--- config.mk ---
export PLATFORM = sky130hd
export DESIGN_NAME = calc_dec_disp
export DESIGN_NICKNAME = d
export VERILOG_FILES = /design/src/rtl/calc_dec_disp.sv
export SDC_FILE = /design/constraint.sdc
export NUM_CORES = 1
export LEC_CHECK = 0
export ABC_AREA = 1
export BUFFER_PORTS_ARGS = -buffer_cell sky130_fd_sc_hd__buf_2
export CAP_MARGIN = 40
export CORE_MARGIN = 2
export CORE_UTILIZATION = 52
export CTS_CLUSTER_DIAMETER = 30
export DETAILED_ROUTE_END_ITERATION = 8
export PLACE_DENSITY = 0.73
export SLEW_MARGIN = 5
export SYNTH_ARGS = -nofsm -noshare
export SYNTH_HDL_FRONTEND = slang
export SYNTH_SLANG_ARGS = --single-unit
--- constraint.sdc ---
create_clock -name clk -period 1.5 [get_ports clk]
set_input_delay 0.15 -clock clk [delete_from_list [all_inputs] [get_ports clk]]
set_output_delay 0.15 -clock clk [all_outputs]
set_load 0.02 [all_outputs]
--- src/rtl/calc_dec_disp.sv ---
`default_nettype none
// +--------------------------------------------------------------------------+
// | calc_dec_disp: opcode-to-button decoder with 4-digit seven-seg readback  |
// | Rev 1.0                                                                  |
// +--------------------------------------------------------------------------+
module calc_dec_disp #(
    parameter int unsigned REFRESH_DIV = 100000,
    parameter int unsigned ERR_W       = 8
) (
    input  logic             clk,
    input  logic             btnu,
    input  logic [3:0]       alu_op,
    input  logic             op_valid,
    output logic [2:0]       btn_dec,
    output logic             dec_valid,
    output logic             op_illegal,
    output logic [ERR_W-1:0] err_cnt,
    output logic [3:0]       an,
    output logic [6:0]       seg,
    output logic             dp
);

    localparam int unsigned c_SCAN_W   = 20;
    localparam logic [c_SCAN_W-1:0] c_SCAN_MAX = c_SCAN_W'(REFRESH_DIV - 1);

    localparam logic [6:0] c_GLYPH_L     = 7'b1000111;
    localparam logic [6:0] c_GLYPH_C     = 7'b1000110;
    localparam logic [6:0] c_GLYPH_R     = 7'b0101111;
    localparam logic [6:0] c_GLYPH_E     = 7'b0000110;
    localparam logic [6:0] c_GLYPH_BLANK = 7'b1111111;

    logic [3:0]          r_op_q;
    logic [2:0]          r_btn_dec;
    logic                r_dec_valid;
    logic                r_op_illegal;
    logic [ERR_W-1:0]    r_err_cnt;
    logic [c_SCAN_W-1:0] r_scan;
    logic [1:0]          r_idx;

    logic [2:0]          w_btn;
    logic                w_illegal;

    function automatic logic [6:0] f_hex_glyph(input logic [3:0] v);
        case (v)
            4'h0: f_hex_glyph = 7'b1000000;
            4'h1: f_hex_glyph = 7'b1111001;
            4'h2: f_hex_glyph = 7'b0100100;
            4'h3: f_hex_glyph = 7'b0110000;
            4'h4: f_hex_glyph = 7'b0011001;
            4'h5: f_hex_glyph = 7'b0010010;
            4'h6: f_hex_glyph = 7'b0000010;
            4'h7: f_hex_glyph = 7'b1111000;
            4'h8: f_hex_glyph = 7'b0000000;
            4'h9: f_hex_glyph = 7'b0010000;
            4'hA: f_hex_glyph = 7'b0001000;
            4'hB: f_hex_glyph = 7'b0000011;
            4'hC: f_hex_glyph = 7'b1000110;
            4'hD: f_hex_glyph = 7'b0100001;
            4'hE: f_hex_glyph = 7'b0000110;
            default: f_hex_glyph = 7'b0001110;
        endcase
    endfunction

    // Inverse of the button-to-opcode encoder; unreachable codes decode to 000.
    always_comb begin
        w_btn     = 3'b000;
        w_illegal = 1'b0;
        case (alu_op)
            4'b0000: w_btn = 3'b000;
            4'b0001: w_btn = 3'b001;
            4'b0010: w_btn = 3'b010;
            4'b0110: w_btn = 3'b011;
            4'b0100: w_btn = 3'b100;
            4'b1001: w_btn = 3'b101;
            4'b1010: w_btn = 3'b110;
            4'b0101: w_btn = 3'b111;
            default: w_illegal = 1'b1;
        endcase
    end

    always_ff @(posedge clk) begin
        if (btnu) begin
            r_op_q       <= 4'b0000;
            r_btn_dec    <= 3'b000;
            r_dec_valid  <= 1'b0;
            r_op_illegal <= 1'b0;
            r_err_cnt    <= '0;
        end else begin
            r_dec_valid <= op_valid;
            if (op_valid) begin
                r_op_q       <= alu_op;
                r_btn_dec    <= w_btn;
                r_op_illegal <= w_illegal;
                if (w_illegal && (r_err_cnt != {ERR_W{1'b1}}))
                    r_err_cnt <= r_err_cnt + ERR_W'(1);
            end
        end
    end

    always_ff @(posedge clk) begin
        if (btnu) begin
            r_scan <= '0;
            r_idx  <= 2'd0;
        end else if (r_scan == c_SCAN_MAX) begin
            r_scan <= '0;
            r_idx  <= r_idx + 2'd1;
        end else begin
            r_scan <= r_scan + c_SCAN_W'(1);
        end
    end

    // Digit mux: anodes depend only on r_idx, so they are stable between wraps.
    always_comb begin
        an  = 4'b1111;
        seg = c_GLYPH_BLANK;
        case (r_idx)
            2'd0: begin
                an  = 4'b1110;
                seg = f_hex_glyph(r_op_q);
            end
            2'd1: begin
                an  = 4'b1101;
                seg = r_op_illegal ? c_GLYPH_E : (r_btn_dec[0] ? c_GLYPH_R : c_GLYPH_BLANK);
            end
            2'd2: begin
                an  = 4'b1011;
                seg = r_op_illegal ? c_GLYPH_E : (r_btn_dec[1] ? c_GLYPH_C : c_GLYPH_BLANK);
            end
            default: begin
                an  = 4'b0111;
                seg = r_op_illegal ? c_GLYPH_E : (r_btn_dec[2] ? c_GLYPH_L : c_GLYPH_BLANK);
            end
        endcase
    end

    assign btn_dec    = r_btn_dec;
    assign dec_valid  = r_dec_valid;
    assign op_illegal = r_op_illegal;
    assign err_cnt    = r_err_cnt;
    assign dp         = 1'b1;

endmodule
`default_nettype wire
==> out/qor.yml <==
run_status:
  status: "finished with violations"
  violations: "setup timing"
detailed_routing:
  wl_mm: 5.589
  postRouteAntennaNets: 0
  vias: 2476
  drt_iter0_markers: 110
  routed_via_density: 4.922
  drc: 0
  drtPass1Iterations: 7
  wl_per_cell_um: 11.11
logic_synthesis:
  avgSynthCellArea_um2: 6.728
  synth_area_leader_cell: "dfxtp_1"
  synth_cells: 384
  syn_nets: 405
  yosysUniqueCellTypes: 28
  synth_top_cell_area_share_pct: 35.64
  syn_area_um2: 2584
  synthTopCellsByArea: "dfxtp_1 36%, nand2_1 13%, nor2_1 9.7%"
  synth_seq_cells: 46
  yosysSeqAreaShare_pct: 35.64
  yosys_warnings: 0
placed_design:
  dpl.cell_count: 494
  placed_area_um2: 2917
  dp_hpwl_mm: 4.020
  port_buffers: 30
  gp_congestion: 0.8724
finish:
  fillers: 435
  area_growth_pct: 23.24
  layout.nets: 456
  final_cell_mix: "86 x nand2_1, 65 x nor2_1, 43 x dfxtp_1"
  fin_util_pct: 66.97
  drive_gt1_share_pct: 25.69
  diodes: 0
  fin_cells: 503
  layout_commonest_cell: "nand2_1"
  design_area_um2: 3184
global_routing:
  overflow: 0
  grt_max_degree: 20
  grtUsageTotal_pct: 20.72
  grt_pass1_vias: 2108
  grt_first_pass_wirelength_mm: 8.949
  antenna_found_initial: 0
timing:
  period_share_pct: 114.2
  grt_setup_unrepaired: "true"
  fin_skew_ns: 0.008430
  timing.final.ws_setup_ns: -0.2124
  finalSetupTns_ns: -0.8715
  hold_viol_final: 0
  slew_violations: 0
  fmax_mhz: 584.0
  finalCriticalPeriod_ns: 1.712
  setup_viol: 5
clocking:
  post_cts_buffers: 0
  ctsHoldBuffers: 0
  cts.sinks: 46
  cts_buffers: 5
  htreeDepth: 2
  cts_buffer_depth: 2
  cts_root_buffer: "clkbuf_8"
  path_clk_slew_ns: 0.09
  cts_tree: "built"
  clk_latency_ns: 0.30
setup_path:
  startpoint_type: "flip-flop"
  crit_start: "r_idx[0]"
  setup.worst_path.class: "reg -> out"
  cp-end-kind: "output pin"
  worstReg2RegStart: "r_scan[1]"
  cp_max_fo: 5
  required_ns: 1.35
  rr_worst_depth: 8
  cp.arrival_ns: 1.56
die:
  rows: 25
  pin_count: 32
  coreArea_um2: 4755
  die_h_um: 74.49
  initial_core_util_pct: 54.34
  die_area_um2: 5549
  die_x_um: 74.49
job:
  drv_cap: 0
worst_hold_path:
  holdPathStages: 4
  min_from: "alu_op[3]"
  hold_class: "in -> reg"
power:
  ir_drop_mv: 0.4504
  power-per-cell-area_nw_per_um2: 819.6
  power_leakage_nw: 1.423
==> cells by family (layout without fill, tap and decap cells) <==
group | count (synthesis) | after routing | share of synthesized area (%)
xor+xnor | 10 | 10 | 3.390
other cells | 1 | 1 | 0.1451
fa+ha+maj | 14 | 14 | 6.780
simple gates | 217 | 218 | 36.85
compound gates | 41 | 41 | 8.184
flops | 46 | 46 | 35.64
buf+inv | 55 | 106 | 9.007
==> final timing paths <==
kind / slack, ns / end
worst max-delay path: -0.21 / seg[6]
worst min-delay path: 0.17 / btn_dec[1]
worst max register to register: 0.09 / r_scan[14]
worst min register to register: 0.46 / r_scan[19]
==> timing repair <==
action | 4_1_cts | 5_1_grt
setup endpoints to repair | 8 | 37
resized for setup | 27 | 23
gates cloned | 0 | 1
pin swaps | 0 | 3
==> metrics by stage <==
step	setup slack, ns	hold slack [ns]	power (mW)
6_report	-0.2124	0.1700	2.610
2_1_floorplan	0.01530	0.2191	1.571
4_1_cts	-0.1876	0.1670	2.601
5_1_grt	-0.2730	0.1770	2.741
3_3_place_gp	0.04579	0.4473	1.679
3_5_place_dp	0.005373	0.4589	1.685
==> cell type report <==
type                    instances  area, um2  area share (%)
repair buffers                 49      310.3           9.745
clock buffers                   5      68.82           2.161
clock inverters                 3      40.04           1.257
well taps                      67      83.83           2.633
multi-input cells             284       1573           49.39
flip-flops and latches         46      924.6           29.04
inverters                      49      183.9           5.776
==> per-layer routing <==
metal,vias to the layer above,share of wire [%],GRT usage (%)
li1,1308,-,-
met1,1106,47,28.25
met2,53,46,32.74
met3,9,5.3,4.201
met4,0,1.6,7.143
met5,-,0,0
==> cells in the mapped netlist <==
| master | n |
|---|---|
| inv_1 | 44 |
| o21bai_1 | 1 |
| conb_1 | 1 |
| nor3_2 | 1 |
| buf_6 | 3 |
| nand4_1 | 4 |
| or2_2 | 4 |
| o21ai_0 | 18 |
| inv_2 | 5 |
| nand2_1 | 89 |
| buf_1 | 1 |
| nor3_1 | 6 |
| o21ai_2 | 1 |
| nor2_4 | 2 |
| ha_1 | 14 |
| clkbuf_1 | 1 |
| nand2_2 | 6 |
| a21oi_1 | 21 |
| nor2_1 | 67 |
| nor3b_1 | 1 |
| nand3_1 | 31 |
| nand3_2 | 3 |
| buf_4 | 1 |
| nor2_2 | 2 |
| xnor2_1 | 2 |
| nand2_4 | 1 |
| xor2_1 | 8 |
| dfxtp_1 | 46 |
==> critical path, stage by stage, from the launching register on <==
cell and delay [ns]:
dfxtp_2 0.33, buf_4 0.15, ha_2 0.18, inv_2 0.09, nor3_4 0.05, o21ai_1 0.15, o21ai_0 0.13, buf_2 0.18
==> power breakdown <==
part / internal [mW] / switching [mW]
logic: 0.159 / 0.239
registers: 1.27 / 0.0293
clock network: 0.491 / 0.420
Note: power is estimated with default switching activity, not from simulation.
